==> config.mk <==
export PLATFORM = sky130hd
export DESIGN_NAME = mem_port_arbiter
export DESIGN_NICKNAME = d
export VERILOG_FILES = /design/src/rtl/mem_port_arbiter.sv
export SDC_FILE = /design/constraint.sdc
export NUM_CORES = 1
export LEC_CHECK = 0
export ABC_AREA = 1
export BUFFER_PORTS_ARGS = -buffer_cell sky130_fd_sc_hd__buf_2
export CAP_MARGIN = 15
export CELL_PAD_IN_SITES_DETAIL_PLACEMENT = 0
export CELL_PAD_IN_SITES_GLOBAL_PLACEMENT = 1
export CORE_ASPECT_RATIO = 0.5
export CORE_UTILIZATION = 24
export CTS_CLUSTER_DIAMETER = 200
export DETAILED_ROUTE_END_ITERATION = 10
export PLACE_DENSITY_LB_ADDON = 0.1
export SYNTH_ARGS = -nofsm -noshare
export SYNTH_HDL_FRONTEND = slang
export SYNTH_SLANG_ARGS = --single-unit
==> constraint.sdc <==
create_clock -name clk -period 2.2 [get_ports clk]
set_input_delay 0.44 -clock clk [delete_from_list [all_inputs] [get_ports clk]]
set_output_delay 0.44 -clock clk [all_outputs]
set_load 0.005 [all_outputs]
==> src/rtl/mem_port_arbiter.sv <==
// mem_port_arbiter: shares one single-port synchronous RAM between the CPU
// fetch path, the CPU load/store path and the video scan-out reader.
// Grants are combinational, at most one per cycle. A wait counter promotes
// video to top priority so that CPU traffic cannot starve it.
module mem_port_arbiter #(
  parameter int ADDR_W       = 16,
  parameter int DATA_W       = 16,
  parameter int VID_MAX_WAIT = 4
) (
  input  logic              clk,
  input  logic              reset,
  input  logic              if_req,
  input  logic [ADDR_W-1:0] if_addr,
  output logic              if_gnt,
  output logic              if_rvalid,
  input  logic              ls_req,
  input  logic              ls_we,
  input  logic [ADDR_W-1:0] ls_addr,
  input  logic [DATA_W-1:0] ls_wdata,
  output logic              ls_gnt,
  output logic              ls_rvalid,
  input  logic              vid_req,
  input  logic [ADDR_W-1:0] vid_addr,
  output logic              vid_gnt,
  output logic              vid_rvalid,
  output logic [DATA_W-1:0] rdata,
  output logic [ADDR_W-1:0] mem_addr,
  output logic [DATA_W-1:0] mem_wdata,
  output logic              mem_we,
  input  logic [DATA_W-1:0] mem_rdata,
  output logic              vid_urgent
);

  localparam logic [3:0] MAX_WAIT = 4'(VID_MAX_WAIT);

  logic [3:0]        wait_cnt;
  logic [ADDR_W-1:0] last_addr;
  logic              urgent;
  logic              any_gnt;

  assign urgent     = (wait_cnt == MAX_WAIT);
  assign vid_urgent = urgent;
  assign any_gnt    = if_gnt | ls_gnt | vid_gnt;

  // Priority select: video first once its wait has saturated, else ls > if > vid
  always_comb begin
    if_gnt  = 1'b0;
    ls_gnt  = 1'b0;
    vid_gnt = 1'b0;
    if (!reset) begin
      if (urgent && vid_req)  vid_gnt = 1'b1;
      else if (ls_req)        ls_gnt  = 1'b1;
      else if (if_req)        if_gnt  = 1'b1;
      else if (vid_req)       vid_gnt = 1'b1;
    end
  end

  // Address mux; an idle cycle keeps the previous address on the RAM bus
  always_comb begin
    mem_addr = last_addr;
    if (ls_gnt)       mem_addr = ls_addr;
    else if (if_gnt)  mem_addr = if_addr;
    else if (vid_gnt) mem_addr = vid_addr;
  end

  // Only the load/store path ever writes; video and fetch are read-only
  assign mem_wdata = ls_wdata;
  assign mem_we    = ls_gnt & ls_we;

  // Read data is the raw RAM output; the rvalid strobes say who owns it
  assign rdata = mem_rdata;

  // Video wait counter: clears on withdrawal or grant, saturates at the limit
  always_ff @(posedge clk or posedge reset) begin
    if (reset)                   wait_cnt <= 4'd0;
    else if (!vid_req || vid_gnt) wait_cnt <= 4'd0;
    else if (!urgent)            wait_cnt <= wait_cnt + 4'd1;
  end

  // Remember the last granted address for idle cycles
  always_ff @(posedge clk or posedge reset) begin
    if (reset)        last_addr <= '0;
    else if (any_gnt) last_addr <= mem_addr;
  end

  // Return pipeline: RAM data arrives one cycle after the grant; stores get no strobe
  always_ff @(posedge clk or posedge reset) begin
    if (reset) begin
      if_rvalid  <= 1'b0;
      ls_rvalid  <= 1'b0;
      vid_rvalid <= 1'b0;
    end else begin
      if_rvalid  <= if_gnt;
      ls_rvalid  <= ls_gnt & ~ls_we;
      vid_rvalid <= vid_gnt;
    end
  end

endmodule
# Word-level counts from Yosys, hierarchy flattened

Cells that the tools add are included.

Register bits: 23
Word-level logic and storage cells: 33
Output and inout port bits: 56

Multiplexer cells: 17
Reduce and logical (&&, ||, !) cells: 3
$add $sub $neg: 1
Equality and inequality tests: 2
Bitwise operators: 5

Operator list:

| kind                | number |
|---|---|
| $mux 16             | 3 |
| $mux 1              | 12 |
| $mux 4              | 2 |
| $add 4x1->4 const B | 1 |
| $eq 4x3->1 const B  | 1 |
| $and 1x1->1         | 2 |
| $ne 2x1->1 const B  | 1 |
| $or 1x1->1          | 2 |
| $logic_and 1x1->1   | 1 |
| $logic_not 1->1     | 1 |
| $logic_or 1x1->1    | 1 |
| $not 1->1           | 1 |

# Depth between registers and ports, before layout

Gate-level depths: netlist of the first run.

Depth in word-level cells: 8
Depth in mapped cells: 10
Depth with buffers taken out: 9

# Least setup slack after synthesis of the first run

Ideal clock, no wire load.

Kind: input to output
Start: input reset
End: output mem_addr[0]
Arrival time: 1,382 ps
Setup slack: 378 ps
Data required time: 1,760 ps
Stages on the path: 6
Cell sequence: clkinv_1 buf_2 nand3_1 nand3_1 nand2_1 nand2_1

Cells in the longest elaborated chain, start to end: 4
Elaborated cells between the ends (all ways): 6
Those cells by class: mux (6)

RTL lines:

| item            | line | RTL |
|---|---|---|
| start, declared | 11   | `input logic reset,` |
| $mux 1          | 50   | `if (!reset) begin` |
| $mux 16         | 63   | `else if (vid_gnt) mem_addr = vid_addr;` |
| $mux 16         | 62   | `else if (if_gnt) mem_addr = if_addr;` |
| $mux 16 *       | 61   | `if (ls_gnt) mem_addr = ls_addr;` |
| end, declared   | 27   | `output logic [ADDR_W-1:0] mem_addr,` |

Every way passes the cells marked *; elsewhere a longest branch is shown, timed or not.

# Final worst setup path of the first run

Start: register wait_cnt[1]
End: output mem_addr[0]

Cells in the longest elaborated chain, start to end: 7
Elaborated cells between the ends (all ways): 11
Those cells by class: eq/ne (1); mux (9); reduce/logical (1)

RTL lines:

| item                   | line | RTL |
|---|---|---|
| start, declared        | 36   | `logic [3:0] wait_cnt;` |
| start signal, assigned | 77   | `else if (!urgent) wait_cnt <= wait_cnt + 4'd1;` |
| $eq 4x3->1 *           | 41   | `assign urgent = (wait_cnt == MAX_WAIT);` |
| $logic_and 1x1->1 *    | 51   | `if (urgent && vid_req) vid_gnt = 1'b1;` |
| $mux 1                 | 51   |  |
| $mux 1                 | 50   |  |
| $mux 16                | 63   |  |
| $mux 16                | 62   |  |
| $mux 16 *              | 61   |  |

Marks and branches as above.

==> impl_metrics.tcl, run 1 <==
set metrics [dict create \
    status "finished, final reports clean" \
    detailed_place_hpwl_um 3410 \
    number_of_antenna_violations_at_the_first_check_in_global_routing 0 \
    cts_tree "built" \
    multi_input_area_um2 783 \
    vias 1619 \
    cts_made_buffers 3 \
    mostFrequentLayoutCells "sky130_fd_sc_hd__nand2_1, sky130_fd_sc_hd__buf_2, sky130_fd_sc_hd__nand3_1" \
    post_synth_instance_area_um2 1670 \
    timing.critical_path.required_ns 1.76 \
    cp-start-kind "flop" \
    n_antenna_cell 0 \
    chipWidth_um 120 \
    finalWorstSetupSlack_ns 0.0127 \
    core_region_area_um2 6700 \
    hp-class "in -> reg" \
    critical_path.max_fanout 7 \
    clock-sinks 23 \
    clk-insertion-delay-late_ns 0.25 \
    power.share.clock_pct 27.7 \
    holdWs_ns 0.367 \
    internal_power_summed_over_all_cells_uw 977 \
    die_height_um 61.0 \
    tightestPinTransition_ns 0.335 \
    clk_path_buf_depth 2 \
    io_pins 142 \
    swShare_pct 31.1 \
    crit_arrival_ns 1.75 \
    maxClockFrequency_mhz 457 \
    period_minus_slack_ns 2.19 \
    gp_congestion 0.723 \
    finalHoldViolCount 0 \
    sum_of_routed_wire_length_over_all_layers_um 5020 \
    grt_pass1_vias 1443 \
    cts.hold.buffers_added 0 \
    worst-setup-path-type "reg -> out" \
    final-max-slew-violation-count 0 \
    grt_start_max_net_pins 34 \
    route.detailed.drc 0 \
    netlist_instances 242 \
    finish.utilization_pct 33.4 \
    number_of_vias_per_cell_after_detailed_routing 4.13 \
    static-leakage-power_uw 0.00129 \
    p_per_cell_area_nw_per_um2 634 \
    final_worst_path_period_share_pct 99.4 \
    clk_slew_on_worst_s_h_paths_ns 0.06 \
    max-vdd-ir-drop_mv 0.390 \
    worst_clock_skew_on_the_final_layout_ns 0.00221 \
    yosysSeqAreaShare_pct 34.5 \
    post_synth.cell_area_avg_um2 6.90 \
    overflow 0 \
    layout-drive-gt1-share_pct 37.3 \
    groute.usage.overall_pct 12.6 \
    final-seq-area_um2 576 \
    share_seq_of_total_power_pct 36.7 \
    cts.root.buffer_cell "sky130_fd_sc_hd__clkbuf_16" \
    floorplan_die_area_um2 7320 \
    syn_nets 330 \
    grt_first_pass_wirelength_um 7010 \
    cap_viol_max_count 0 \
    grt_setup_unrepaired "true" \
    postSynthRegisterBits 23 \
    wl_per_cell_um 12.8 \
    flow.area_growth_from_synthesis_pct 33.8 \
    number_of_h_tree_levels 1 \
    route.antenna.remaining_nets 0 \
    initialDrtViolationCount 40 \
    mostFrequentLayoutCell "sky130_fd_sc_hd__nand2_1" \
    yosys_warnings 0 \
    fillCellCount 767 \
    floorplan.rows 21 \
    total_switching_power_uw 441 \
    power_frac_comb_pct 35.6 \
    numPortBuffers 77 \
    critPathCaptureType "output port" \
    placement.setup.worst_slack_ns 0.0823 \
    slew-limit-headroom_pct 77.5 \
    post_synth_num_cell_types 22 \
    setup_viol 0 \
    start_util_pct 24.9 \
    final_net_count 389 \
    firstDrtPassIters 4 \
]
## worst max-delay path: stages (launching register included)
cell,delay (ns)
sky130_fd_sc_hd__dfrtp_1,0.40
sky130_fd_sc_hd__inv_2,0.09
sky130_fd_sc_hd__ha_4,0.14
sky130_fd_sc_hd__nand4_4,0.15
sky130_fd_sc_hd__nand2_8,0.17
sky130_fd_sc_hd__buf_4,0.13
sky130_fd_sc_hd__nand3_1,0.08
sky130_fd_sc_hd__nand3_1,0.10
sky130_fd_sc_hd__nand2_1,0.07
sky130_fd_sc_hd__nand2_1,0.05
sky130_fd_sc_hd__buf_2,0.10
## Yosys cell counts
master	n	area, um^2
sky130_fd_sc_hd__o21ai_0	8	40.0
sky130_fd_sc_hd__nor2_1	4	15.0
sky130_fd_sc_hd__mux2i_1	1	10.0
sky130_fd_sc_hd__xor2_1	1	8.76
sky130_fd_sc_hd__o22ai_1	1	6.26
sky130_fd_sc_hd__nor3_1	1	5.00
sky130_fd_sc_hd__nand4_2	1	12.5
sky130_fd_sc_hd__a21oi_1	1	5.00
sky130_fd_sc_hd__inv_2	1	3.75
sky130_fd_sc_hd__inv_1	21	78.8
sky130_fd_sc_hd__buf_2	5	25.0
sky130_fd_sc_hd__buf_4	34	255
sky130_fd_sc_hd__ha_1	2	25.0
sky130_fd_sc_hd__xnor2_1	1	8.76
sky130_fd_sc_hd__nand3_1	37	185
sky130_fd_sc_hd__nand2_2	1	6.26
sky130_fd_sc_hd__nand2_4	2	22.5
sky130_fd_sc_hd__clkinv_1	6	22.5
sky130_fd_sc_hd__nand2_1	82	308
sky130_fd_sc_hd__o21ai_1	8	40.0
sky130_fd_sc_hd__buf_6	1	11.3
sky130_fd_sc_hd__dfrtp_1	23	576
## sequential cells by signal (all words and copies together), names as in the netlist
signal,cells
if_rvalid,1
last_addr,16
ls_rvalid,1
vid_rvalid,1
wait_cnt,4
## kinds of logic (layout without fill, tap and decap cells)
family / count (synthesis) / in the layout / share of synthesized area [%]
fa+ha+maj: 2 / 2 / 1.50
xor+xnor: 2 / 2 / 1.05
compound gates: 18 / 18 / 5.47
buf+inv: 68 / 125 / 23.7
simple gates: 128 / 129 / 33.2
mux: 1 / 1 / 0.599
flops: 23 / 23 / 34.5
## routing by layer
layer / track usage, % / vias up / part of all wire, %
met4: 3.57 / 0 / 1.1
met1: 16.3 / 708 / 48
met2: 21.4 / 59 / 45
met3: 3.10 / 14 / 6.0
met5: 0 / - / 0
li1: - / 838 / -
## power groups by stage
| stage | sequential [uW] | clock (uW) | combinational [uW] |
|---|---|---|---|
| after CTS | 516 | 409 | 474 |
| after global routing | 526 | 427 | 580 |
| after global placement | 527 | 0 | 421 |
| after floorplan | 521 | 0 | 297 |
| after detailed placement | 526 | 0 | 420 |
| final | 520 | 392 | 505 |
## worst paths after layout
path | cells past startpoint | startpoint | endpoint | slack (ns)
worst max-delay path | 10 | wait_cnt[1] | mem_addr[0] | 0.01
worst max register to register | 9 | wait_cnt[1] | last_addr[0] | 0.72
worst min register to register | 4 | last_addr[6] | last_addr[6] | 0.57
min in group asynchronous | 3 | reset | wait_cnt[2] | 0.38
worst min-delay path | 2 | ls_we | ls_rvalid | 0.37
max in group asynchronous | 4 | reset | last_addr[12] | 1.49
## stage by stage
stage / area (um^2) / TNS (ns) / total power, uW / instances
after floorplan: 1670 / 0 / 818 / 242
after global placement: 1950 / 0 / 948 / 377
after detailed placement: 1950 / 0 / 946 / 377
after CTS: 2140 / 0 / 1400 / 389
after global routing: 2230 / -1.23 / 1530 / 392
final: 2230 / 0 / 1420 / 392
## final cells by class
class / instances / share of cell area [%]
multi-input cells: 152 / 35.1
flip-flops and latches: 23 / 25.8
repair buffers: 93 / 25.6
well taps: 92 / 5.15
inverters: 28 / 4.93
clock buffers: 4 / 3.53
## repair_timing
| item | CTS | global route |
|---|---|---|
| cloned | 0 | 2 |
| gates resized for setup | 9 | 16 |
| setup endpoints to repair | 16 | 16 |
| setup buffers | 8 | 1 |
| pin swaps | 3 | 6 |
No activity file was read; power rests on OpenSTA's default activity.
==> run 2, diff against run 1 <==
- SETUP_SLACK_MARGIN: unset -> 0.02
- SKIP_LAST_GASP: unset -> 1
==> run 2 against run 1 <==
Effect of this change: clock skew about the same; global-route usage unchanged; core utilization decreased by 0.26 points; register-to-register slack about the same; sequential power about the same; non-clock buffer count unchanged; maximum frequency decreased by 0.12%; combinational power about the same; critical path depth unchanged; via count decreased by 0.25%; sequential share of layout area increased by 0.20 points; wire length increased by 0.36%.
==> impl_metrics.tcl, run 2 (synthesized netlist as in run 1, its figures left out) <==
set metrics [dict create \
    maxClockFrequency_mhz 457 \
    number_of_h_tree_levels 1 \
    n_antenna_cell 0 \
    chipWidth_um 120 \
    detailed_place_hpwl_um 3410 \
    critical_path.reg2reg.startpoint "wait_cnt[1]" \
    grt_setup_unrepaired "true" \
    hold_depth 2 \
    number_of_vias_per_cell_after_detailed_routing 4.12 \
    start_util_pct 24.9 \
    crit-reg2reg-capture "last_addr[0]" \
    finalHoldViolCount 0 \
    crit_end "mem_addr[0]" \
    cap_viol_max_count 0 \
    placed_instances 377 \
    clk_slew_on_worst_s_h_paths_ns 0.06 \
    number_of_antenna_violations_at_the_first_check_in_global_routing 0 \
    cts.root.buffer_cell "sky130_fd_sc_hd__clkbuf_16" \
    layout-drive-gt1-share_pct 36.0 \
    clk-insertion-delay-late_ns 0.25 \
    grt_pass1_vias 1443 \
    critPathLaunch "wait_cnt[1]" \
    static-leakage-power_uw 0.00128 \
    clock-sinks 23 \
    critPathCaptureType "output port" \
    io_pins 142 \
    tightestPinTransition_ns 0.335 \
    route.detailed.drc 0 \
    postPlaceCellArea_um2 1950 \
    wl_per_cell_um 12.9 \
    overflow 0 \
    setup_viol 0 \
    clk_path_buf_depth 2 \
    finish.utilization_pct 33.1 \
    numPortBuffers 77 \
    grt_first_pass_wirelength_um 7010 \
    core_region_area_um2 6700 \
    r2r_setup_slack_ns 0.72 \
    grt_start_max_net_pins 34 \
    final-max-slew-violation-count 0 \
    cts_made_buffers 3 \
    final_net_count 389 \
    flow.area_growth_from_synthesis_pct 32.7 \
    placement.setup.worst_slack_ns 0.0823 \
    groute.usage.overall_pct 12.6 \
    status "finished, final reports clean" \
    max-vdd-ir-drop_mv 0.390 \
    mostFrequentLayoutCells "sky130_fd_sc_hd__nand2_1, sky130_fd_sc_hd__buf_2, sky130_fd_sc_hd__nand3_1" \
    post_layout_nonfiller_instances 392 \
    period_minus_slack_ns 2.19 \
    vias 1615 \
    rr_worst_depth 9 \
    floorplan.rows 21 \
    crit_arrival_ns 1.75 \
    mostFrequentLayoutCell "sky130_fd_sc_hd__nand2_1" \
    initialDrtViolationCount 44 \
    final_design_area_no_fill_um2 2220 \
    cp-start-kind "flop" \
    firstDrtPassIters 4 \
    timing.critical_path.required_ns 1.76 \
    final_worst_path_period_share_pct 99.5 \
    gp_congestion 0.723 \
    route.antenna.remaining_nets 0 \
    cts_tree "built" \
    largest_register_ff_count 16 \
    finalWorstSetupSlack_ns 0.0101 \
    largest-register "last_addr" \
    hp-class "in -> reg" \
    setup_tns_ns 0 \
    die_height_um 61.0 \
    floorplan_die_area_um2 7320 \
    worst_clock_skew_on_the_final_layout_ns 0.00219 \
    critical_path.max_fanout 7 \
    sum_of_routed_wire_length_over_all_layers_um 5040 \
    p_per_cell_area_nw_per_um2 638 \
    slew-limit-headroom_pct 77.5 \
    worst-setup-path-type "reg -> out" \
    reg_top3 "last_addr (16), wait_cnt (4)" \
]
## run 2: cell counts in the layout (fill, tap and decap cells not counted)
Identical to the previous run, type by type.
## run 2: area by class of cell
type                            count  area (um^2)
Clock buffer                        4         78.8
Sequential cell                    23          576
Inverter                           28          110
Fill cell                         765         4480
Tap cell                           92          115
Multi-Input combinational cell    152          766
Timing Repair Buffer               93          572
## run 2: worst max-delay path, cell delays in order, from the launching register on
cell and delay (ns):
sky130_fd_sc_hd__dfrtp_1 0.40, sky130_fd_sc_hd__inv_2 0.09, sky130_fd_sc_hd__ha_4 0.14, sky130_fd_sc_hd__nand4_4 0.15
sky130_fd_sc_hd__nand2_8 0.17, sky130_fd_sc_hd__buf_4 0.13, sky130_fd_sc_hd__nand3_1 0.08, sky130_fd_sc_hd__nand3_1 0.10
sky130_fd_sc_hd__nand2_1 0.07, sky130_fd_sc_hd__nand2_1 0.06, sky130_fd_sc_hd__buf_2 0.11
## run 2: how the worst min path moves through the flow
stage / from / endpoint / slack [ns]
final: ls_we / ls_rvalid / 0.37
after detailed placement: wait_cnt[0] / wait_cnt[0] / 0.53
after floorplan: wait_cnt[0] / wait_cnt[0] / 0.50
after CTS: reset / wait_cnt[1] / 0.32
after global routing: ls_we / ls_rvalid / 0.37
after global placement: wait_cnt[0] / wait_cnt[0] / 0.51
## run 2: metrics by stage
step	hold WS (ns)	total power [uW]
2_1_floorplan	0.497	818
3_3_place_gp	0.511	948
3_5_place_dp	0.531	946
4_1_cts	0.323	1400
5_1_grt	0.366	1530
6_report	0.370	1410
## run 2: power by group
part | switching, uW | internal, uW
Clock | 145 | 247
Combinational | 265 | 237
Sequential | 28.4 | 492
## run 2: repair_timing
item                       in CTS  in global routing
gates resized for setup        10                 11
pin swaps                       3                  6
setup endpoints to repair      17                 16
gates cloned                    0                  2
buffers inserted                8                  1
hold buffers                    0                  0
## run 2: metal layers
layer	track usage, %	vias up	wire length (um)
li1	-	839	-
met1	16.3	706	2460
met2	21.4	56	2230
met3	3.10	14	292
met4	3.57	0	55
met5	0	-	0
==> run 3, diff against run 2 <==
- ABC_AREA: 1 -> 0
- CORE_UTILIZATION: 24 -> 25
- REMOVE_ABC_BUFFERS: unset -> 1
- SLEW_MARGIN: unset -> 40
==> run 3 against run 2 <==
Effect of this change: the flow now finishes with violations (design-rule violations); flip-flop and latch count stayed put; maximum frequency is 2.2% higher; final cell count decreased by 22%; core utilization up 2.5 points; synthesized cell count shrank 33%; combinational power down 14%; sequential power decreased by 5.2%; register-to-register slack worse by 0.19 ns; wire length is 17% higher; worst setup slack better by 0.046 ns; die area down 8.7%; sequential share of layout area rose by 0.63 points; highest routed layer unchanged.
==> impl_metrics.tcl, run 3 <==
set metrics [dict create \
    status "finished, violations left" \
    failed_checks "design-rule violations" \
    die_height_um 58.3 \
    crit_arrival_ns 1.70 \
    mostFrequentLayoutCells "sky130_fd_sc_hd__buf_2, sky130_fd_sc_hd__a22oi_1, sky130_fd_sc_hd__dfrtp_1" \
    final-seq-area_um2 576 \
    cp-start-kind "flop" \
    p_per_cell_area_nw_per_um2 616 \
    most_common_flop_cell_mapped_by_yosys "sky130_fd_sc_hd__dfrtp_1" \
    mostFrequentLayoutCell "sky130_fd_sc_hd__buf_2" \
    numPortBuffers 77 \
    core_region_area_um2 6080 \
    rr_worst_depth 8 \
    clk-insertion-delay-late_ns 0.26 \
    synth-edff-count 0 \
    cts_made_buffers 3 \
    cap_viol_max_count 0 \
    hp-class "in -> reg" \
    critical_path.max_fanout 8 \
    fillCellCount 648 \
    timing.critical_path.required_ns 1.76 \
    number_of_vias_per_cell_after_detailed_routing 4.79 \
    firstDrtPassIters 7 \
    cts.root.buffer_cell "sky130_fd_sc_hd__clkbuf_16" \
    slew-limit-headroom_pct 77.3 \
    initialDrtViolationCount 82 \
    post_synth_main_area_contributors "sky130_fd_sc_hd__dfrtp_1, sky130_fd_sc_hd__buf_4, sky130_fd_sc_hd__a22oi_1" \
    share_seq_of_total_power_pct 37.0 \
    synth_adder_area_share_pct 1.58 \
    async_reset_ff_share_pct 100 \
    hold_depth 2 \
    yosys_warnings 0 \
    postPlaceCellArea_um2 1880 \
    grt_setup_unrepaired "true" \
    max-vdd-ir-drop_mv 0.277 \
    leading_cell_type_by_number_of_instances_after_synthesis "sky130_fd_sc_hd__buf_4" \
    total_switching_power_uw 385 \
    power_frac_comb_pct 32.4 \
    post_layout_nonfiller_instances 305 \
    n_antenna_cell 0 \
    floorplan.rows 20 \
    start_util_pct 26.1 \
    r2r_setup_slack_ns 0.53 \
    placed_instances 293 \
    clk_path_buf_depth 2 \
    groute.usage.overall_pct 17.4 \
    family_with_the_most_delay_on_the_worst_path "buffers and inverters" \
    min_from "ls_we" \
    finalHoldViolCount 0 \
    route.antenna.remaining_nets 0 \
    synth-xor-area-share_pct 1.10 \
    multi_input_area_um2 743 \
    synthSimpleGateAreaFrac_pct 4.03 \
    critPathCaptureType "output port" \
    reg_top3 "last_addr (16), wait_cnt (4)" \
    critical_path.reg2reg.startpoint "wait_cnt[1]" \
    synth_commonest_cells "sky130_fd_sc_hd__buf_4, sky130_fd_sc_hd__a22oi_1, sky130_fd_sc_hd__dfrtp_1, sky130_fd_sc_hd__mux2i_1, sky130_fd_sc_hd__o22ai_1" \
    overflow 0 \
    cp_slowest_cell "sky130_fd_sc_hd__dfrtp_1" \
    tightestPinTransition_ns 0.340 \
    yosys.area.top_type "sky130_fd_sc_hd__dfrtp_1" \
    setup_tns_ns 0 \
    chipWidth_um 115 \
    final_net_count 306 \
    clock-sinks 23 \
    cts_tree "built" \
    synthDominantCellAreaShare_pct 36.3 \
    route.detailed.drc 2 \
    largest_family_of_logic_cells_by_synthesized_area "compound AO/OA/AOI/OAI gates" \
    clk_slew_on_worst_s_h_paths_ns 0.06 \
    maxClockFrequency_mhz 467 \
    layout-drive-gt1-share_pct 51.2 \
    worst_clock_skew_on_the_final_layout_ns 0.00409 \
    floorplan_die_area_um2 6680 \
    crit-reg2reg-capture "last_addr[3]" \
    timing.hold.worst_endpoint "ls_rvalid" \
    gp_congestion 0.698 \
    grt_start_max_net_pins 25 \
    power.total_uw 1330 \
    period_minus_slack_ns 2.14 \
    finish.utilization_pct 35.6 \
    largest_register_ff_count 16 \
    crit_buf_inv 4 \
    number_of_h_tree_levels 1 \
    flow.area_growth_from_synthesis_pct 36.5 \
    power.share.clock_pct 30.6 \
    final-max-slew-violation-count 0 \
    postSynthRegisterBits 23 \
    setup_viol 0 \
    cell_breakdown_of_the_critical_path "inv_2, ha_4, nand3b_4, inv_4, a21oi_4, clkbuf_16, a22oi_1, buf_2" \
    worst-setup-path-type "reg -> out" \
    netlist_instances 161 \
    synth_compound_area_share_pct 26.2 \
    post_synth_instance_area_um2 1590 \
    grt_pass1_vias 1450 \
    cp_slowest_stage_delay_ns 0.39 \
    post_synth.cell_area_avg_um2 9.85 \
    grt_first_pass_wirelength_um 8270 \
    wl_per_cell_um 19.4 \
    detailed_place_hpwl_um 4110 \
    io_pins 142 \
    largest-register "last_addr" \
    cts.hold.buffers_added 0 \
    critPathLaunch "wait_cnt[1]" \
    sum_of_routed_wire_length_over_all_layers_um 5910 \
    yosysSeqAreaShare_pct 36.3 \
    post_synth_num_cell_types 28 \
    synthMuxAreaShare_pct 10.1 \
    vias 1462 \
    number_of_antenna_violations_at_the_first_check_in_global_routing 0 \
    final_worst_path_period_share_pct 97.4 \
    final_design_area_no_fill_um2 2160 \
    internal_power_summed_over_all_cells_uw 949 \
    static-leakage-power_uw 0.00109 \
    swShare_pct 28.9 \
]
[run 3: changes by cell type after synthesis, sizes merged, moves of 5 or more]
| cell | change |
|---|---|
| nand2 | -85 |
| nand3 | -35 |
| a22oi | +32 |
| inv | -17 |
| mux2i | +15 |
| o22ai | +15 |
| o21ai | -14 |
| clkinv | -5 |
[run 3: layout make-up]
type                    instances  area share [%]
inverters                       6            1.16
multi-input cells              89            34.3
clock buffers                   3            3.47
repair buffers                 95            29.1
well taps                      88            5.09
clock inverters                 1           0.231
flip-flops and latches         23            26.6
[run 3: logic make-up after synthesis]
| family | Yosys count |
|---|---|
| flops | 23 |
| mux | 16 |
| xor+xnor | 2 |
| simple gates | 11 |
| compound gates | 58 |
| fa+ha+maj | 2 |
| buf+inv | 49 |
[run 3: power groups by stage]
| stage | clock [uW] | combinational, uW | sequential (uW) |
|---|---|---|---|
| 4_1_cts | 423 | 403 | 493 |
| 2_1_floorplan | 0 | 196 | 498 |
| 6_report | 408 | 432 | 493 |
| 5_1_grt | 438 | 477 | 499 |
| 3_3_place_gp | 0 | 359 | 501 |
| 3_5_place_dp | 0 | 359 | 503 |
[run 3: how the worst max path moves through the flow]
| stage | endpoint | slack, ns | cells after the start |
|---|---|---|---|
| after floorplan | mem_addr[0] | -0.15 | 3 |
| after global placement | mem_addr[0] | 0.25 | 6 |
| after detailed placement | mem_we | 0.22 | 8 |
| after CTS | mem_we | 0.01 | 8 |
| after global routing | mem_addr[1] | -0.03 | 8 |
| final | mem_addr[4] | 0.06 | 8 |
[run 3: metrics by stage]
| step | hold slack [ns] | setup slack, ns |
|---|---|---|
| floorplan | 0.472 | -0.148 |
| global placement | 0.539 | 0.246 |
| finish | 0.379 | 0.0566 |
| CTS | 0.380 | 0.0130 |
| detailed placement | 0.569 | 0.219 |
| global route | 0.381 | -0.0266 |
[run 3: metal layers]
metal	track usage (%)	up-vias	part of all wire [%]
li1	-	689	-
met1	23.7	699	47
met2	22.5	72	40
met3	12.6	2	13
met4	1.67	0	0.068
met5	0	-	0
[run 3: timing repair]
item,CTS,global route
endpoints found under the setup margin,18,19
cloned,2,2
gates resized for setup,5,9
pin swaps,1,6
setup buffers,2,2
